File: src/rtl/dpram_client_arbiter_pkg.sv
// Shared types and helpers for the two-client dual-port RAM arbiter.
package dpram_client_arbiter_pkg;

  typedef enum logic [1:0] {
    IDLE   = 2'd0,
    ISSUE  = 2'd1,
    RDWAIT = 2'd2
  } state_t;

  typedef logic client_id_t;

  localparam client_id_t CLIENT0 = 1'b0;
  localparam client_id_t CLIENT1 = 1'b1;

  // After reset client 1 counts as the last winner, so client 0 takes the first tie.
  localparam client_id_t RESET_LAST_GRANT = CLIENT1;

  // Round-robin pick between two requesters: a lone requester wins outright,
  // a tie goes to whoever did not win last time.
  function automatic client_id_t rr_pick(input logic req0, input logic req1,
                                         input client_id_t last);
    client_id_t pick;
    if (req0 && req1) pick = ~last;
    else if (req1)    pick = CLIENT1;
    else              pick = CLIENT0;
    return pick;
  endfunction

endpackage

File: src/rtl/dpram_client_arbiter_if.sv
// Client handshake and RAM port bundle for dpram_client_arbiter.
// master: the arbiter (drives acks, read data and the RAM port).
// slave:  the clients and the RAM (drive requests and ram_q).
interface dpram_client_arbiter_if #(
  parameter int widthad_a = 8,
  parameter int width_a   = 8
);

  logic                 c0_req;
  logic                 c0_we;
  logic [widthad_a-1:0] c0_addr;
  logic [width_a-1:0]   c0_wdata;
  logic                 c0_ack;
  logic                 c0_rvalid;
  logic [width_a-1:0]   c0_rdata;

  logic                 c1_req;
  logic                 c1_we;
  logic [widthad_a-1:0] c1_addr;
  logic [width_a-1:0]   c1_wdata;
  logic                 c1_ack;
  logic                 c1_rvalid;
  logic [width_a-1:0]   c1_rdata;

  logic [widthad_a-1:0] ram_address;
  logic [width_a-1:0]   ram_data;
  logic                 ram_wren;
  logic                 ram_rden;
  logic [width_a-1:0]   ram_q;

  modport master (
    input  c0_req, c0_we, c0_addr, c0_wdata,
    input  c1_req, c1_we, c1_addr, c1_wdata,
    input  ram_q,
    output c0_ack, c0_rvalid, c0_rdata,
    output c1_ack, c1_rvalid, c1_rdata,
    output ram_address, ram_data, ram_wren, ram_rden
  );

  modport slave (
    output c0_req, c0_we, c0_addr, c0_wdata,
    output c1_req, c1_we, c1_addr, c1_wdata,
    output ram_q,
    input  c0_ack, c0_rvalid, c0_rdata,
    input  c1_ack, c1_rvalid, c1_rdata,
    input  ram_address, ram_data, ram_wren, ram_rden
  );

endinterface

File: src/rtl/dpram_client_arbiter.sv
// Round-robin arbiter putting two req/ack clients onto one RAM port with a
// one-cycle registered read latency. Every access goes IDLE -> ISSUE
// (strobe + ack) and, for reads, RDWAIT before the data is handed back.
module dpram_client_arbiter
  import dpram_client_arbiter_pkg::*;
#(
  parameter int widthad_a = 8,
  parameter int width_a   = 8
) (
  input logic                   clock,
  input logic                   reset_n,
  dpram_client_arbiter_if.master bus
);

  state_t               r_state, w_state_nxt;
  client_id_t           r_last_grant, w_last_grant_nxt;
  client_id_t           r_gnt, w_gnt_nxt;
  client_id_t           w_pick;
  logic                 w_any_req;

  logic                 r_we, w_we_nxt;
  logic [widthad_a-1:0] r_addr, w_addr_nxt;
  logic [width_a-1:0]   r_wdata, w_wdata_nxt;

  logic                 r_wren, w_wren_nxt;
  logic                 r_rden, w_rden_nxt;
  logic                 r_ack0, w_ack0_nxt;
  logic                 r_ack1, w_ack1_nxt;
  logic                 r_rvalid0, w_rvalid0_nxt;
  logic                 r_rvalid1, w_rvalid1_nxt;
  logic [width_a-1:0]   r_rdata0, w_rdata0_nxt;
  logic [width_a-1:0]   r_rdata1, w_rdata1_nxt;

  // Next-state and next-output decode; strobes, acks and rvalid default low
  // so each is a single-cycle pulse out of the registers below.
  always_comb begin
    w_any_req        = bus.c0_req | bus.c1_req;
    w_pick           = rr_pick(bus.c0_req, bus.c1_req, r_last_grant);

    w_state_nxt      = r_state;
    w_last_grant_nxt = r_last_grant;
    w_gnt_nxt        = r_gnt;
    w_we_nxt         = r_we;
    w_addr_nxt       = r_addr;
    w_wdata_nxt      = r_wdata;
    w_wren_nxt       = 1'b0;
    w_rden_nxt       = 1'b0;
    w_ack0_nxt       = 1'b0;
    w_ack1_nxt       = 1'b0;
    w_rvalid0_nxt    = 1'b0;
    w_rvalid1_nxt    = 1'b0;
    w_rdata0_nxt     = r_rdata0;
    w_rdata1_nxt     = r_rdata1;

    case (r_state)
      IDLE: begin
        if (w_any_req) begin
          w_state_nxt      = ISSUE;
          w_gnt_nxt        = w_pick;
          w_last_grant_nxt = w_pick;
          if (w_pick == CLIENT0) begin
            w_we_nxt    = bus.c0_we;
            w_addr_nxt  = bus.c0_addr;
            w_wdata_nxt = bus.c0_wdata;
            w_ack0_nxt  = 1'b1;
          end else begin
            w_we_nxt    = bus.c1_we;
            w_addr_nxt  = bus.c1_addr;
            w_wdata_nxt = bus.c1_wdata;
            w_ack1_nxt  = 1'b1;
          end
          w_wren_nxt = w_we_nxt;
          w_rden_nxt = ~w_we_nxt;
        end
      end
      ISSUE: begin
        w_state_nxt = r_we ? IDLE : RDWAIT;
      end
      RDWAIT: begin
        // ram_q carries the read issued last cycle; route it to its owner only.
        w_state_nxt = IDLE;
        if (r_gnt == CLIENT0) begin
          w_rdata0_nxt  = bus.ram_q;
          w_rvalid0_nxt = 1'b1;
        end else begin
          w_rdata1_nxt  = bus.ram_q;
          w_rvalid1_nxt = 1'b1;
        end
      end
      default: begin
        w_state_nxt = IDLE;
      end
    endcase
  end

  // State, grant bookkeeping and pulse registers; reset drops any access in flight.
  always_ff @(posedge clock or negedge reset_n) begin
    if (!reset_n) begin
      r_state      <= IDLE;
      r_last_grant <= RESET_LAST_GRANT;
      r_gnt        <= CLIENT0;
      r_wren       <= 1'b0;
      r_rden       <= 1'b0;
      r_ack0       <= 1'b0;
      r_ack1       <= 1'b0;
      r_rvalid0    <= 1'b0;
      r_rvalid1    <= 1'b0;
    end else begin
      r_state      <= w_state_nxt;
      r_last_grant <= w_last_grant_nxt;
      r_gnt        <= w_gnt_nxt;
      r_wren       <= w_wren_nxt;
      r_rden       <= w_rden_nxt;
      r_ack0       <= w_ack0_nxt;
      r_ack1       <= w_ack1_nxt;
      r_rvalid0    <= w_rvalid0_nxt;
      r_rvalid1    <= w_rvalid1_nxt;
    end
  end

  // Latched request fields and returned read data; all clear to zero on reset
  // and otherwise hold until the next grant or the owner's next read.
  always_ff @(posedge clock or negedge reset_n) begin
    if (!reset_n) begin
      r_we     <= 1'b0;
      r_addr   <= '0;
      r_wdata  <= '0;
      r_rdata0 <= '0;
      r_rdata1 <= '0;
    end else begin
      r_we     <= w_we_nxt;
      r_addr   <= w_addr_nxt;
      r_wdata  <= w_wdata_nxt;
      r_rdata0 <= w_rdata0_nxt;
      r_rdata1 <= w_rdata1_nxt;
    end
  end

  assign bus.ram_address = r_addr;
  assign bus.ram_data    = r_wdata;
  assign bus.ram_wren    = r_wren;
  assign bus.ram_rden    = r_rden;
  assign bus.c0_ack      = r_ack0;
  assign bus.c1_ack      = r_ack1;
  assign bus.c0_rvalid   = r_rvalid0;
  assign bus.c1_rvalid   = r_rvalid1;
  assign bus.c0_rdata    = r_rdata0;
  assign bus.c1_rdata    = r_rdata1;

endmodule

File: src/flat_wrapper.sv
// flat-port wrapper written by rule: the top's interface ports become plain ports
module dpram_client_arbiter_flat import dpram_client_arbiter_pkg::*;
#(
  parameter int widthad_a = 8,
  parameter int width_a   = 8
)
  (clock, reset_n, bus_c0_req, bus_c0_we, bus_c0_addr, bus_c0_wdata, bus_c1_req, bus_c1_we, bus_c1_addr, bus_c1_wdata, bus_ram_q, bus_c0_ack, bus_c0_rvalid, bus_c0_rdata, bus_c1_ack, bus_c1_rvalid, bus_c1_rdata, bus_ram_address, bus_ram_data, bus_ram_wren, bus_ram_rden);
  dpram_client_arbiter_if #(.widthad_a(widthad_a), .width_a(width_a)) bus_i ();
  input logic clock;
  input logic reset_n;
  input wire logic [$bits(bus_i.c0_req)-1:0] bus_c0_req;
  input wire logic [$bits(bus_i.c0_we)-1:0] bus_c0_we;
  input wire logic [$bits(bus_i.c0_addr)-1:0] bus_c0_addr;
  input wire logic [$bits(bus_i.c0_wdata)-1:0] bus_c0_wdata;
  input wire logic [$bits(bus_i.c1_req)-1:0] bus_c1_req;
  input wire logic [$bits(bus_i.c1_we)-1:0] bus_c1_we;
  input wire logic [$bits(bus_i.c1_addr)-1:0] bus_c1_addr;
  input wire logic [$bits(bus_i.c1_wdata)-1:0] bus_c1_wdata;
  input wire logic [$bits(bus_i.ram_q)-1:0] bus_ram_q;
  output wire logic [$bits(bus_i.c0_ack)-1:0] bus_c0_ack;
  output wire logic [$bits(bus_i.c0_rvalid)-1:0] bus_c0_rvalid;
  output wire logic [$bits(bus_i.c0_rdata)-1:0] bus_c0_rdata;
  output wire logic [$bits(bus_i.c1_ack)-1:0] bus_c1_ack;
  output wire logic [$bits(bus_i.c1_rvalid)-1:0] bus_c1_rvalid;
  output wire logic [$bits(bus_i.c1_rdata)-1:0] bus_c1_rdata;
  output wire logic [$bits(bus_i.ram_address)-1:0] bus_ram_address;
  output wire logic [$bits(bus_i.ram_data)-1:0] bus_ram_data;
  output wire logic [$bits(bus_i.ram_wren)-1:0] bus_ram_wren;
  output wire logic [$bits(bus_i.ram_rden)-1:0] bus_ram_rden;
  assign bus_i.c0_req = bus_c0_req;
  assign bus_i.c0_we = bus_c0_we;
  assign bus_i.c0_addr = bus_c0_addr;
  assign bus_i.c0_wdata = bus_c0_wdata;
  assign bus_i.c1_req = bus_c1_req;
  assign bus_i.c1_we = bus_c1_we;
  assign bus_i.c1_addr = bus_c1_addr;
  assign bus_i.c1_wdata = bus_c1_wdata;
  assign bus_i.ram_q = bus_ram_q;
  assign bus_c0_ack = bus_i.c0_ack;
  assign bus_c0_rvalid = bus_i.c0_rvalid;
  assign bus_c0_rdata = bus_i.c0_rdata;
  assign bus_c1_ack = bus_i.c1_ack;
  assign bus_c1_rvalid = bus_i.c1_rvalid;
  assign bus_c1_rdata = bus_i.c1_rdata;
  assign bus_ram_address = bus_i.ram_address;
  assign bus_ram_data = bus_i.ram_data;
  assign bus_ram_wren = bus_i.ram_wren;
  assign bus_ram_rden = bus_i.ram_rden;
  dpram_client_arbiter #(.widthad_a(widthad_a), .width_a(width_a)) u_core (.clock(clock), .reset_n(reset_n), .bus(bus_i));
endmodule
File: config.mk
export PLATFORM = sky130hd
export DESIGN_NAME = dpram_client_arbiter_flat
export DESIGN_NICKNAME = d
export VERILOG_FILES = /design/src/rtl/dpram_client_arbiter_pkg.sv /design/src/rtl/dpram_client_arbiter_if.sv /design/src/rtl/dpram_client_arbiter.sv /design/src/flat_wrapper.sv
export SDC_FILE = /design/constraint.sdc
export NUM_CORES = 1
export LEC_CHECK = 0
export ABC_AREA = 0
export BUFFER_PORTS_ARGS = -buffer_cell sky130_fd_sc_hd__buf_4
export CAP_MARGIN = 20
export CELL_PAD_IN_SITES_DETAIL_PLACEMENT = 0
export CELL_PAD_IN_SITES_GLOBAL_PLACEMENT = 2
export CORE_ASPECT_RATIO = 1.5
export CORE_MARGIN = 4
export CORE_UTILIZATION = 27
export DETAILED_ROUTE_END_ITERATION = 10
export GPL_ROUTABILITY_DRIVEN = 0
export PLACE_DENSITY = 0.87
export SKIP_CTS_REPAIR_TIMING = 1
export SLEW_MARGIN = 30
export SYNTH_ARGS = -nofsm -noshare
export SYNTH_HDL_FRONTEND = slang
export SYNTH_SLANG_ARGS = --single-unit
File: constraint.sdc
create_clock -name clock -period 1.7 [get_ports clock]
set_clock_uncertainty 0.15 [all_clocks]
set_input_delay 0.34 -clock clock [delete_from_list [all_inputs] [get_ports clock]]
set_output_delay 0.34 -clock clock [all_outputs]
set_load 0.005 [all_outputs]
==> results <==
- The later-pin clock latency in the skew report is 0.29 ns.
- The die span in x is 74.6 µm.
- The peak supply drop is ~600 µV.
- The number of antenna violations at the first check in global routing came to 0.
- The type of element launching the critical path is a flop.
- The number of DRC violations after detailed-routing iteration 0 is 30.
- Detailed placement finished with a half-perimeter wire length of 3.50 mm.
- The H-tree was split into 2 levels.
- The number of synthesized flops with an enable pin is 0.
- The cell area after synthesis is 1800 µm².
- At the pin with the least slew margin, the transition time is 0.549 ns.
- Counting the fill cells in the layout gives ~680.
- The final count of negative-setup-slack endpoints is 0.
- The number of nets in the layout is about 290.
- Synthesis handed over a netlist of about 150 instances.
- The die covers 8060 µm².
- The run finished with clean final reports.
- The number of hold-slack violations in the final timing report is 0.
- The sequential cell area fraction in the yosys report is 59.9%.
- The data required time at the worst endpoint is 1.77 ns.
- The worst max-slew margin expressed relative to the limit is 63.4%.
- Static timing analysis puts the maximum clock frequency at 648 MHz.
- The total wirelength of the detailed-routed design is 4.59 mm.
- The wire length of the first global-routing pass is 6.96 mm.
- The biggest cell delay along the critical path is 0.57 ns.
- The total design power is roughly 4.3 mW.
- The final number of max-transition violations was 0.
- The number of inserted diodes is 0.
- The cell type of the slowest stage on the worst timing path is sky130_fd_sc_hd__dfstp_2.
- The average cell area after synthesis is 11.8 µm².
- The finished cells cover 2590 µm².
- From synthesis to final layout, the design area changed by 44.0%.
- The post-synthesis cell type count is 25.
- In this run the cell area measured after placement is about 2500 µm².
- After detailed routing, the number of vias per cell comes to 4.60.
- Setup repair after global routing left no endpoint under its margin.
- After clock tree synthesis, the clock-pin slew on the worst setup and hold paths is 0.08 ns.
- The ratio of cells with drive above 1 in the final layout is between 40% and 50%.
- The number of buffer and inverter instances along the worst setup path is 0.
- The non-filler instance count after layout is 316.
- Across all setup checks in the final design, the least slack found is 0.157 ns.
- Of all flip-flops after synthesis, the portion carrying an async set or reset was 100%.
- Summed over all failing endpoints, the final setup total negative slack is 0 ns.
- The setup check on the worst reg-to-reg path leaves a slack of 0.16 ns.
- The core area is about 6500 µm².
- The startpoint of the most critical hold path is bus_c0_req.
- The number of cells on the critical path is 3.
- Once detail routing completed, the nets flagged for antenna violations numbered 0.
- The critical path is of the flop to flop type.
- Measured on the finished design, the core utilization comes to 39.9%.
- TritonCTS built the clock tree.
- Power spread over the standard cell area amounts to 1650 nW/µm².
- The worst hold path stage count is 2.
- The category of the worst setup path capture point is a flop.
- The boundary pin count is 84.
- The clock period minus final worst setup slack is ~1.5 ns.
- The number of buffers added by the clock tree synthesis step is 5.
- Dividing the final minimum period by the clock period gives 90.8%.
- In this run, placement finished with an instance count of 307.
- The floorplan has 36 rows.
- The number of nets in the synthesized netlist is ~200.
- Summed over all layers, the global routing overflow is 0.
- Counting flops and latches in the post-synthesis netlist gives 43.
- The via count of the first global-routing pass is 1431.
- The aggregate global-route resource usage is a little under an eighth.
- The number of violations of the max-capacitance limit is 0.
- The worst-case clock buffer depth is 2.
- The count of yosys warnings during synthesis is 0.
- For hold timing, the worst endpoint is u_core.r_last_grant$_DFFE_PN1P_.
- The dominant register cell in the synthesized netlist is sky130_fd_sc_hd__dfrtp_1.
- The origin of the critical flop-to-flop path is u_core.r_last_grant$_DFFE_PN1P_.
- In the final layout, the multi-input gates occupy 628 µm².
- Summing all flip-flop and latch instances after layout gives between 1000 and 1500 µm².
- For this design the static power due to leakage is 1.24 nW.
- Walking the worst path, the cells encountered are a21bo_2 -> mux2i_1 -> and2_1.
- Counting cells, the worst reg-to-reg path comes to 3.
- The CTS sink count is 43.
- The maximum number of pins on one net before global-route repair is 44.
- The endpoint identified for the worst register-to-register timing path is u_core.bus.ram_rden$_DFF_PN0_.
- The total via count after detailed routing is 1453.
- Once the floorplan was initialized, standard cells occupied 27.7% of the core.
- The mean routed wirelength per cell is roughly 15 µm.
- The family of cells with the greatest summed delay on the critical path is flip-flops.
- The die height is 108 µm.
- The count of buffers added on input and output ports is 83.
- In this run the worst path has a maximum fanout of 10.
- At the worst endpoint, the arrival time is around 1.6 ns.
- In the routed design, unresolved DRC markers number 0.
- The worst setup slack before clock tree synthesis is 0.176 ns.
- The clock tree root driver cell is sky130_fd_sc_hd__clkbuf_8.
- The first detailed-routing pass ran for 4 iterations.
- The tightest min-delay check is of the input port to flop type.
- The tightest hold margin is 0.0886 ns.
[kinds of logic (layout without fill, tap and decap cells)]
group / after synthesis / in the layout / synth area share [%]
AO/OA/AOI/OAI: 39 / 39 / 12.8
flip-flops: 43 / 43 / 59.9
AND/OR/NAND/NOR: 42 / 42 / 11.6
buffers and inverters: 11 / 99 / 5.15
multiplexers: 17 / 17 / 10.6
[cell type report]
type                            count  share of cell area [%]
Multi-Input combinational cell     98                    24.3
Inverter                            2                   0.483
Clock buffer                        8                    3.09
Sequential cell                    43                    41.6
Timing Repair Buffer               89                    26.9
Tap cell                           76                    3.67
[synth_stat cells, types with 2 or more instances]
cell                      instances  area share [%]
sky130_fd_sc_hd__a31oi_1         17             5.9
sky130_fd_sc_hd__buf_6            4             2.5
sky130_fd_sc_hd__mux2_2          15             9.4
sky130_fd_sc_hd__buf_4            4             1.7
sky130_fd_sc_hd__nand2_1         32             6.7
sky130_fd_sc_hd__nor2_1           2            0.42
sky130_fd_sc_hd__a21oi_1         19             5.3
sky130_fd_sc_hd__dfrtp_1         42              58
[registers in the layout, indices dropped and copies added, names as in the netlist, 2 cells and up]
name,count
u_core.bus.c0_rdata,8
u_core.bus.c1_rdata,8
u_core.bus.ram_address,8
u_core.bus.ram_data,8
u_core.r_state,2
[metal layers]
layer / GRT usage (%) / part of all wire [%] / up-vias
met5: 0 / 0 / -
met2: 20.0 / 52 / 65
met4: 3.44 / 1.2 / 0
met3: 3.07 / 8.0 / 5
met1: 13.4 / 39 / 684
li1: - / - / 699
[cell usage in the layout, fill, tap and decap left out, types with 2 or more instances in the layout]
| master | instances |
|---|---|
| sky130_fd_sc_hd__a21oi_1 | 19 |
| sky130_fd_sc_hd__a31oi_1 | 17 |
| sky130_fd_sc_hd__buf_12 | 2 |
| sky130_fd_sc_hd__buf_4 | 86 |
| sky130_fd_sc_hd__clkbuf_1 | 3 |
| sky130_fd_sc_hd__clkbuf_8 | 5 |
| sky130_fd_sc_hd__dfrtp_1 | 42 |
| sky130_fd_sc_hd__mux2_2 | 15 |
| sky130_fd_sc_hd__nand2_1 | 32 |
| sky130_fd_sc_hd__nor2_1 | 2 |
[power breakdown]
part	switching (mW)	internal [mW]
Sequential	0.293	1.52
Combinational	0.765	1.07
Clock	0.317	0.292
Total	1.37	2.89
[how the worst max path moves through the flow]
stage,start,to
after CTS,u_core.r_last_grant$_DFFE_PN1P_,u_core.bus.ram_rden$_DFF_PN0_
after detailed placement,u_core.r_last_grant$_DFFE_PN1P_,u_core.bus.ram_rden$_DFF_PN0_
after global placement,u_core.r_last_grant$_DFFE_PN1P_,u_core.r_we$_DFFE_PN0P_
after global routing,u_core.r_last_grant$_DFFE_PN1P_,u_core.bus.ram_data[6]$_DFFE_PN0P_
after floorplan,u_core.r_state[1]$_DFFE_PN0P_,u_core.bus.c0_rdata[0]$_DFFE_PN0P_
final,u_core.r_last_grant$_DFFE_PN1P_,u_core.bus.ram_rden$_DFF_PN0_
Power figures use the tool's default switching activity.
